### src/rtl/gpr_pkg.sv
// gpr_pkg: shared defaults and helpers for the general-purpose register file.
//   GPR_DATA_W       default register width
//   GPR_NUM_REGS     default register count
//   GPR_DATA_RST_BIT reset value replicated across every data bit
//   gpr_addr_w()     address width for a given register count
package gpr_pkg;

  localparam int   GPR_DATA_W       = 16;
  localparam int   GPR_NUM_REGS     = 8;
  localparam logic GPR_DATA_RST_BIT = 1'b0;

  // Never narrower than one bit, even for the smallest legal file.
  function automatic int gpr_addr_w(input int num_regs);
    return (num_regs <= 2) ? 1 : $clog2(num_regs);
  endfunction

endpackage

### src/rtl/gpr_file_if.sv
// gpr_file_if: control-unit <-> register-file bus.
//   master (decode/control): drives write, reserve and read requests,
//                            receives read data/valid, busy_vec, rsv_err.
//   slave  (gpr_file):       the reverse.
interface gpr_file_if
  import gpr_pkg::*;
#(
  parameter int DATA_W   = GPR_DATA_W,
  parameter int NUM_REGS = GPR_NUM_REGS
);
  localparam int ADDR_W = gpr_addr_w(NUM_REGS);

  logic                wr_en;
  logic [ADDR_W-1:0]   wr_addr;
  logic [DATA_W-1:0]   wr_data;
  logic                rsv_en;
  logic [ADDR_W-1:0]   rsv_addr;
  logic                rd_a_en;
  logic [ADDR_W-1:0]   rd_a_addr;
  logic [DATA_W-1:0]   rd_a_data;
  logic                rd_a_valid;
  logic                rd_b_en;
  logic [ADDR_W-1:0]   rd_b_addr;
  logic [DATA_W-1:0]   rd_b_data;
  logic                rd_b_valid;
  logic [NUM_REGS-1:0] busy_vec;
  logic                rsv_err;

  modport master (
    output wr_en, wr_addr, wr_data, rsv_en, rsv_addr,
           rd_a_en, rd_a_addr, rd_b_en, rd_b_addr,
    input  rd_a_data, rd_a_valid, rd_b_data, rd_b_valid, busy_vec, rsv_err
  );

  modport slave (
    input  wr_en, wr_addr, wr_data, rsv_en, rsv_addr,
           rd_a_en, rd_a_addr, rd_b_en, rd_b_addr,
    output rd_a_data, rd_a_valid, rd_b_data, rd_b_valid, busy_vec, rsv_err
  );

endinterface

### src/rtl/gpr_read_port.sv
// gpr_read_port: one registered read port of the register file.
//   clk, rst            clock, async active-high reset
//   rd_en, rd_addr      read request
//   reg_q, busy_q       register contents and scoreboard before this edge
//   wr_hit, wr_addr,
//   wr_data             in-range write of this cycle (used for bypass)
//   rd_data, rd_valid   registered result, one cycle after the request
// Build option: GPR_BYPASS_EN forwards a same-cycle write to the read.
module gpr_read_port
  import gpr_pkg::*;
#(
  parameter int DATA_W   = GPR_DATA_W,
  parameter int NUM_REGS = GPR_NUM_REGS
) (
  input  logic                              clk,
  input  logic                              rst,
  input  logic                              rd_en,
  input  logic [gpr_addr_w(NUM_REGS)-1:0]   rd_addr,
  input  logic [DATA_W-1:0]                 reg_q [NUM_REGS],
  input  logic [NUM_REGS-1:0]               busy_q,
  input  logic                              wr_hit,
  input  logic [gpr_addr_w(NUM_REGS)-1:0]   wr_addr,
  input  logic [DATA_W-1:0]                 wr_data,
  output logic [DATA_W-1:0]                 rd_data,
  output logic                              rd_valid
);

`ifdef GPR_BYPASS_EN
  localparam bit BYPASS = 1'b1;
`else
  localparam bit BYPASS = 1'b0;
`endif

  logic              in_range;
  logic              byp_hit;
  logic [DATA_W-1:0] data_d;
  logic              valid_d;

  always_comb begin
    data_d   = {DATA_W{GPR_DATA_RST_BIT}};
    valid_d  = 1'b0;
    in_range = 32'(rd_addr) < NUM_REGS;
    byp_hit  = BYPASS && wr_hit && (wr_addr == rd_addr);
    if (rd_en && in_range) begin
      // A forwarded write counts as current even if a reserve lands on the
      // same edge: that reserve only affects reads issued afterwards.
      if (byp_hit) begin
        data_d  = wr_data;
        valid_d = 1'b1;
      end else begin
        data_d  = reg_q[rd_addr];
        valid_d = !busy_q[rd_addr];
      end
    end
  end

  always_ff @(posedge clk or posedge rst) begin
    if (rst) begin
      rd_data  <= {DATA_W{GPR_DATA_RST_BIT}};
      rd_valid <= 1'b0;
    end else begin
      rd_data  <= data_d;
      rd_valid <= valid_d;
    end
  end

endmodule

### src/rtl/gpr_file.sv
// gpr_file: NUM_REGS x DATA_W register file with one write port, two
// registered read ports and a per-register busy scoreboard.
//   clk, rst  clock, async active-high reset
//   bus       gpr_file_if slave: write, reserve, read A/B, busy_vec, rsv_err
// Build option: GPR_BYPASS_EN (see gpr_read_port).
module gpr_file
  import gpr_pkg::*;
#(
  parameter int DATA_W   = GPR_DATA_W,
  parameter int NUM_REGS = GPR_NUM_REGS
) (
  input logic       clk,
  input logic       rst,
  gpr_file_if.slave bus
);

  logic [DATA_W-1:0]   regs_q [NUM_REGS];
  logic [NUM_REGS-1:0] busy_q;
  logic [NUM_REGS-1:0] busy_d;
  logic                rsv_err_q;
  logic                rsv_err_d;
  logic                wr_hit;
  logic                rsv_hit;

  assign wr_hit  = bus.wr_en  && (32'(bus.wr_addr)  < NUM_REGS);
  assign rsv_hit = bus.rsv_en && (32'(bus.rsv_addr) < NUM_REGS);

  always_comb begin
    busy_d = busy_q;
    if (wr_hit)  busy_d[bus.wr_addr]  = 1'b0;
    // Applied after the write: a same-address reserve leaves a new producer
    // outstanding.
    if (rsv_hit) busy_d[bus.rsv_addr] = 1'b1;
    rsv_err_d = bus.rsv_en && (!rsv_hit || busy_q[bus.rsv_addr]);
  end

  always_ff @(posedge clk or posedge rst) begin
    if (rst) begin
      for (int i = 0; i < NUM_REGS; i++) regs_q[i] <= {DATA_W{GPR_DATA_RST_BIT}};
      busy_q    <= '0;
      rsv_err_q <= 1'b0;
    end else begin
      if (wr_hit) regs_q[bus.wr_addr] <= bus.wr_data;
      busy_q    <= busy_d;
      rsv_err_q <= rsv_err_d;
    end
  end

  assign bus.busy_vec = busy_q;
  assign bus.rsv_err  = rsv_err_q;

  gpr_read_port #(.DATA_W(DATA_W), .NUM_REGS(NUM_REGS)) u_rd_a (
    .clk      (clk),
    .rst      (rst),
    .rd_en    (bus.rd_a_en),
    .rd_addr  (bus.rd_a_addr),
    .reg_q    (regs_q),
    .busy_q   (busy_q),
    .wr_hit   (wr_hit),
    .wr_addr  (bus.wr_addr),
    .wr_data  (bus.wr_data),
    .rd_data  (bus.rd_a_data),
    .rd_valid (bus.rd_a_valid)
  );

  gpr_read_port #(.DATA_W(DATA_W), .NUM_REGS(NUM_REGS)) u_rd_b (
    .clk      (clk),
    .rst      (rst),
    .rd_en    (bus.rd_b_en),
    .rd_addr  (bus.rd_b_addr),
    .reg_q    (regs_q),
    .busy_q   (busy_q),
    .wr_hit   (wr_hit),
    .wr_addr  (bus.wr_addr),
    .wr_data  (bus.wr_data),
    .rd_data  (bus.rd_b_data),
    .rd_valid (bus.rd_b_valid)
  );

endmodule
### src/flat_wrapper.sv
// flat-port wrapper written by rule: the top's interface ports become plain ports
module gpr_file_flat import gpr_pkg::*;
#(
  parameter int DATA_W   = GPR_DATA_W,
  parameter int NUM_REGS = GPR_NUM_REGS
)
  (clk, rst, bus_wr_en, bus_wr_addr, bus_wr_data, bus_rsv_en, bus_rsv_addr, bus_rd_a_en, bus_rd_a_addr, bus_rd_b_en, bus_rd_b_addr, bus_rd_a_data, bus_rd_a_valid, bus_rd_b_data, bus_rd_b_valid, bus_busy_vec, bus_rsv_err);
  gpr_file_if #(.DATA_W(DATA_W), .NUM_REGS(NUM_REGS)) bus_i ();
  input logic clk;
  input logic rst;
  input wire logic [$bits(bus_i.wr_en)-1:0] bus_wr_en;
  input wire logic [$bits(bus_i.wr_addr)-1:0] bus_wr_addr;
  input wire logic [$bits(bus_i.wr_data)-1:0] bus_wr_data;
  input wire logic [$bits(bus_i.rsv_en)-1:0] bus_rsv_en;
  input wire logic [$bits(bus_i.rsv_addr)-1:0] bus_rsv_addr;
  input wire logic [$bits(bus_i.rd_a_en)-1:0] bus_rd_a_en;
  input wire logic [$bits(bus_i.rd_a_addr)-1:0] bus_rd_a_addr;
  input wire logic [$bits(bus_i.rd_b_en)-1:0] bus_rd_b_en;
  input wire logic [$bits(bus_i.rd_b_addr)-1:0] bus_rd_b_addr;
  output wire logic [$bits(bus_i.rd_a_data)-1:0] bus_rd_a_data;
  output wire logic [$bits(bus_i.rd_a_valid)-1:0] bus_rd_a_valid;
  output wire logic [$bits(bus_i.rd_b_data)-1:0] bus_rd_b_data;
  output wire logic [$bits(bus_i.rd_b_valid)-1:0] bus_rd_b_valid;
  output wire logic [$bits(bus_i.busy_vec)-1:0] bus_busy_vec;
  output wire logic [$bits(bus_i.rsv_err)-1:0] bus_rsv_err;
  assign bus_i.wr_en = bus_wr_en;
  assign bus_i.wr_addr = bus_wr_addr;
  assign bus_i.wr_data = bus_wr_data;
  assign bus_i.rsv_en = bus_rsv_en;
  assign bus_i.rsv_addr = bus_rsv_addr;
  assign bus_i.rd_a_en = bus_rd_a_en;
  assign bus_i.rd_a_addr = bus_rd_a_addr;
  assign bus_i.rd_b_en = bus_rd_b_en;
  assign bus_i.rd_b_addr = bus_rd_b_addr;
  assign bus_rd_a_data = bus_i.rd_a_data;
  assign bus_rd_a_valid = bus_i.rd_a_valid;
  assign bus_rd_b_data = bus_i.rd_b_data;
  assign bus_rd_b_valid = bus_i.rd_b_valid;
  assign bus_busy_vec = bus_i.busy_vec;
  assign bus_rsv_err = bus_i.rsv_err;
  gpr_file #(.DATA_W(DATA_W), .NUM_REGS(NUM_REGS)) u_core (.clk(clk), .rst(rst), .bus(bus_i));
endmodule
### config.mk
export PLATFORM = sky130hd
export DESIGN_NAME = gpr_file_flat
export DESIGN_NICKNAME = d
export VERILOG_FILES = /design/src/rtl/gpr_pkg.sv /design/src/rtl/gpr_file_if.sv /design/src/rtl/gpr_read_port.sv /design/src/rtl/gpr_file.sv /design/src/flat_wrapper.sv
export SDC_FILE = /design/constraint.sdc
export NUM_CORES = 1
export LEC_CHECK = 0
export CAP_MARGIN = 20
export CORE_ASPECT_RATIO = 0.5
export CORE_MARGIN = 5
export CORE_UTILIZATION = 63
export CTS_BUF_LIST = sky130_fd_sc_hd__clkbuf_4 sky130_fd_sc_hd__clkbuf_8 sky130_fd_sc_hd__clkbuf_16
export DETAILED_ROUTE_END_ITERATION = 8
export DONT_BUFFER_PORTS = 1
export MAX_ROUTING_LAYER = met4
export PLACE_DENSITY = 0.79
export SYNTH_ARGS = -nofsm -noshare
export SYNTH_HDL_FRONTEND = slang
export SYNTH_SLANG_ARGS = --single-unit
export TNS_END_PERCENT = 30
### constraint.sdc
create_clock -name clk -period 5.6 [get_ports clk]
set_clock_uncertainty 0.15 [all_clocks]
set_input_delay 0 -clock clk [delete_from_list [all_inputs] [get_ports clk]]
set_output_delay 0 -clock clk [all_outputs]
set_load 0.02 [all_outputs]
==> metrics.md <==
| Metric | Value |
|---|---|
| Status | finished clean |
| Core area | approximately 13,000 um2 |
| Kind of critical path | flop to flop |
| Max FO, Critical Path | 3 |
| #FFs+latches synth | ~170 |
| Share of cells above drive strength 1 | between 40% and 50% |
| Final Max Tran Viols | 0 |
| Hold_buf cts | slightly below 50 |
| Synth cell types | 26 |
| Port Buffers | 0 |
| Num rows | 29 |
| Layout area overhead | 13.19% |
| CTS buffer count | 17 |
| Sum of buffers and inverters on the critical path | 2 |
| Pre-antenna DRT Iters | 5 |
| RSZ-0062 raised after global routing | no |
| DPL Wire Length | 9999 um |
| Clk buf depth | 2 |
| Worst path slowest cell | dlygate4sd3_1 |
| Setup tns final | 0 ns |
| H-Tree Depth | 4 |
| I/O pin count | 77 |
| Compound-Gate Fraction of Synth Area | 1.632% |
| Crit start category | flop |
| Worst-Skew Late Latency | 0.42 ns |
| Mux share of post-synthesis cell area | 39.40% |
| Most used cell, CP | dlygate4sd3_1 |
| Lkg Pwr | roughly 4 nW |
| WL final | ~19,000 um |
| Fmax | roughly 390 MHz |
| Post-layout nets | 595 |
| VDD IR max | 0.2181 mV |
| Final hold viol count | 0 |
| Critical path cell sequence | mux4_2 -> mux2i_1 -> dlygate4sd3_1 -> nor2_1 -> dlygate4sd3_1 |
| Clk slew on worst S/H paths | roughly 0.070 ns |
| Power Total | 3.483 mW |
| Post-Syn Area | 8282 um2 |
| Max stage delay on crit path | approximately 0.60 ns |
| Max_slew headroom | 23.21% |
| Detail Route Antenna Nets | 0 |
| Number of setup violations in the final report | 0 |
| Worst-margin pin slew | 1.151 ns |
| Worst Hold Class | primary input to flop |
| CP Data Arrival Time | between 2 and 3 ns |
| Root Driver | clkbuf_16 |
| Die X | 172.1 um |
| Adder-cell share of the synthesized area | 0% |
| Post-CTS Setup Bufs | 0 |
| Max_cap viols | 0 |
| Clock period minus final worst setup slack | 2.550 ns |
| DRC Markers | 0 |
| Antenna violations before repair | 1 |
| Critical path's top delay family | buffers and inverters |
| GRT Total Usage | 26.07% |
| Vias per inst | 6.631 |
| Xor and xnor area share after synthesis | 0% |
| Post-Synth Simple-Gate Area | 4.170% |
| WP data required | 5.75 ns |
| Main combinational cell family by area after synthesis | multiplexers |
| Fin crit share | 45.54% |
| Post-Synthesis Cells | 524 |
| Pwr per Cell Area | roughly 370 nW/um2 |
| Most frequent cells in the layout | dfrtp_1 (171), mux2_2 (128), mux4_2 (64) |
| First DRT Iteration DRCs | 430 |
| Grt total ovfl | 0 |
| TritonCTS clock tree | done |
| First-pass GRT wire length | 29,850 um |
| Sequential share of the synthesized area | 51.67% |
| Commonest non-fill, non-tap cell in the layout | dfrtp_1 |
| Initial core utilization | 64.84% |
| Cts repair resizes | 0 |
| Syn_nets | 558 |
| Yosys warnings | 0 |
| DR WL/cell | 24.91 um |
| Final Wtd Congestion | 0.7709 |
| Die Ht | slightly above 90 um |
| Clock sinks | roughly 170 |
| Worst setup EP type | flop |
| Pin count of the biggest net entering global routing | 97 |
| Syn avg cell area | 15.80 um2 |
| Vias | between 4,000 and 5,000 |
| Vias in the first global route | 5,305 |
| Die Area | 15,680 um2 |
metal layers:
layer / up-vias / share of wire [%] / routed length [um] / track usage [%]
li1: 2074 / - / - / -
met1: 2671 / 44 / 8216 / 36.74
met2: 171 / 48 / 8839 / 38.90
met3: 24 / 6.8 / 1263 / 6.508
met4: 0 / 1.3 / 235 / 6.344
met5: - / 0 / 0 / -
stage by stage:
stage | util [%] | std cells | cell area, um2 | hold WS, ns | setup WS (ns)
3_3_place_gp | 64.96 | 663 | 8297 | -0.05893 | 3.870
4_1_cts | 73.37 | 744 | 9371 | 0.007216 | 3.089
3_5_place_dp | 64.96 | 663 | 8297 | -0.05346 | 3.824
5_1_grt | 73.39 | 745 | 9374 | 0.04546 | 2.942
6_report | 73.39 | 745 | 9374 | 0.01897 | 3.050
2_1_floorplan | - | 524 | 8282 | -0.02786 | 0.8182
sequential cells by signal, summed over array words and instances (netlist names):
| signal | count |
|---|---|
| u_core.regs_q | 128 |
| u_core.u_rd_a.rd_data | 16 |
| u_core.u_rd_b.rd_data | 16 |
| u_core.bus.busy_vec | 8 |
| u_core.bus.rsv_err | 1 |
| u_core.u_rd_a.rd_valid | 1 |
| u_core.u_rd_b.rd_valid | 1 |
path summary, 6_finish.rpt:
check,start,endpoint,slack (ns),depth (start not counted)
worst max register to register,u_core.regs_q[15],u_core.u_rd_a.rd_data[15],3.05,5
min in group asynchronous,rst,u_core.regs_q[4],0.09,2
worst max-delay path,u_core.regs_q[15],u_core.u_rd_a.rd_data[15],3.05,5
worst min register to register,u_core.regs_q[54],u_core.regs_q[54],0.37,1
max in group asynchronous,rst,u_core.regs_q[93],3.71,3
worst min-delay path,bus_rd_a_addr[2],u_core.u_rd_a.rd_data[0],0.02,4
cells in the mapped netlist:
master,n,share of area (%)
a41oi_1,2,0.21
buf_2,12,0.73
buf_4,15,1.4
buf_6,3,0.41
clkbuf_1,3,0.14
clkinv_1,2,0.091
dfrtp_1,171,52
inv_1,7,0.32
inv_2,2,0.091
mux2_2,128,17
mux2i_1,38,4.6
mux4_2,64,17
nand2_1,13,0.59
nand2b_1,3,0.23
nand2b_4,1,0.17
nand3_1,2,0.12
nand4_2,1,0.15
nand4b_2,3,0.54
nor2_1,32,1.5
nor3_4,2,0.39
nor3b_4,2,0.45
o2111ai_1,6,0.63
o21a_1,1,0.091
o21ai_0,4,0.24
o22ai_1,6,0.45
or2_2,1,0.076
kinds of logic (layout without fill, tap and decap cells):
logic type / count (synthesis) / after routing
muxes: 230 / 230
DFF: 171 / 171
and+or+nand+nor: 60 / 60
buffers and inverters: 44 / 94
AOI/OAI and AO/OA: 19 / 19
other: 0 / 1
worst register-to-register path, stage by stage (launching register included):
cell and delay, ns:
dfrtp_1 0.39, mux4_2 0.47, mux2i_1 0.19, dlygate4sd3_1 0.60, nor2_1 0.05, dlygate4sd3_1 0.59
final cells by class:
| cell class | instances | area, um2 |
|---|---|---|
| Antenna cell | 1 | 2.502 |
| Clock buffer | 18 | 432.9 |
| Clock inverter | 14 | 96.34 |
| Fill cell | 779 | 3398 |
| Inverter | 11 | 46.29 |
| Multi-Input combinational cell | 309 | 3744 |
| Sequential cell | 171 | 4279 |
| Tap cell | 170 | 212.7 |
| Timing Repair Buffer | 51 | 560.5 |
report_power, final:
group	leakage (nW)	switching (mW)	internal, mW	total (mW)
registers	2.09	0.247	1.49	1.74
logic	1.66	0.244	0.432	0.676
clock network	0.260	0.495	0.573	1.07
total	4.01	0.986	2.50	3.48
Power figures use the tool's default switching activity.
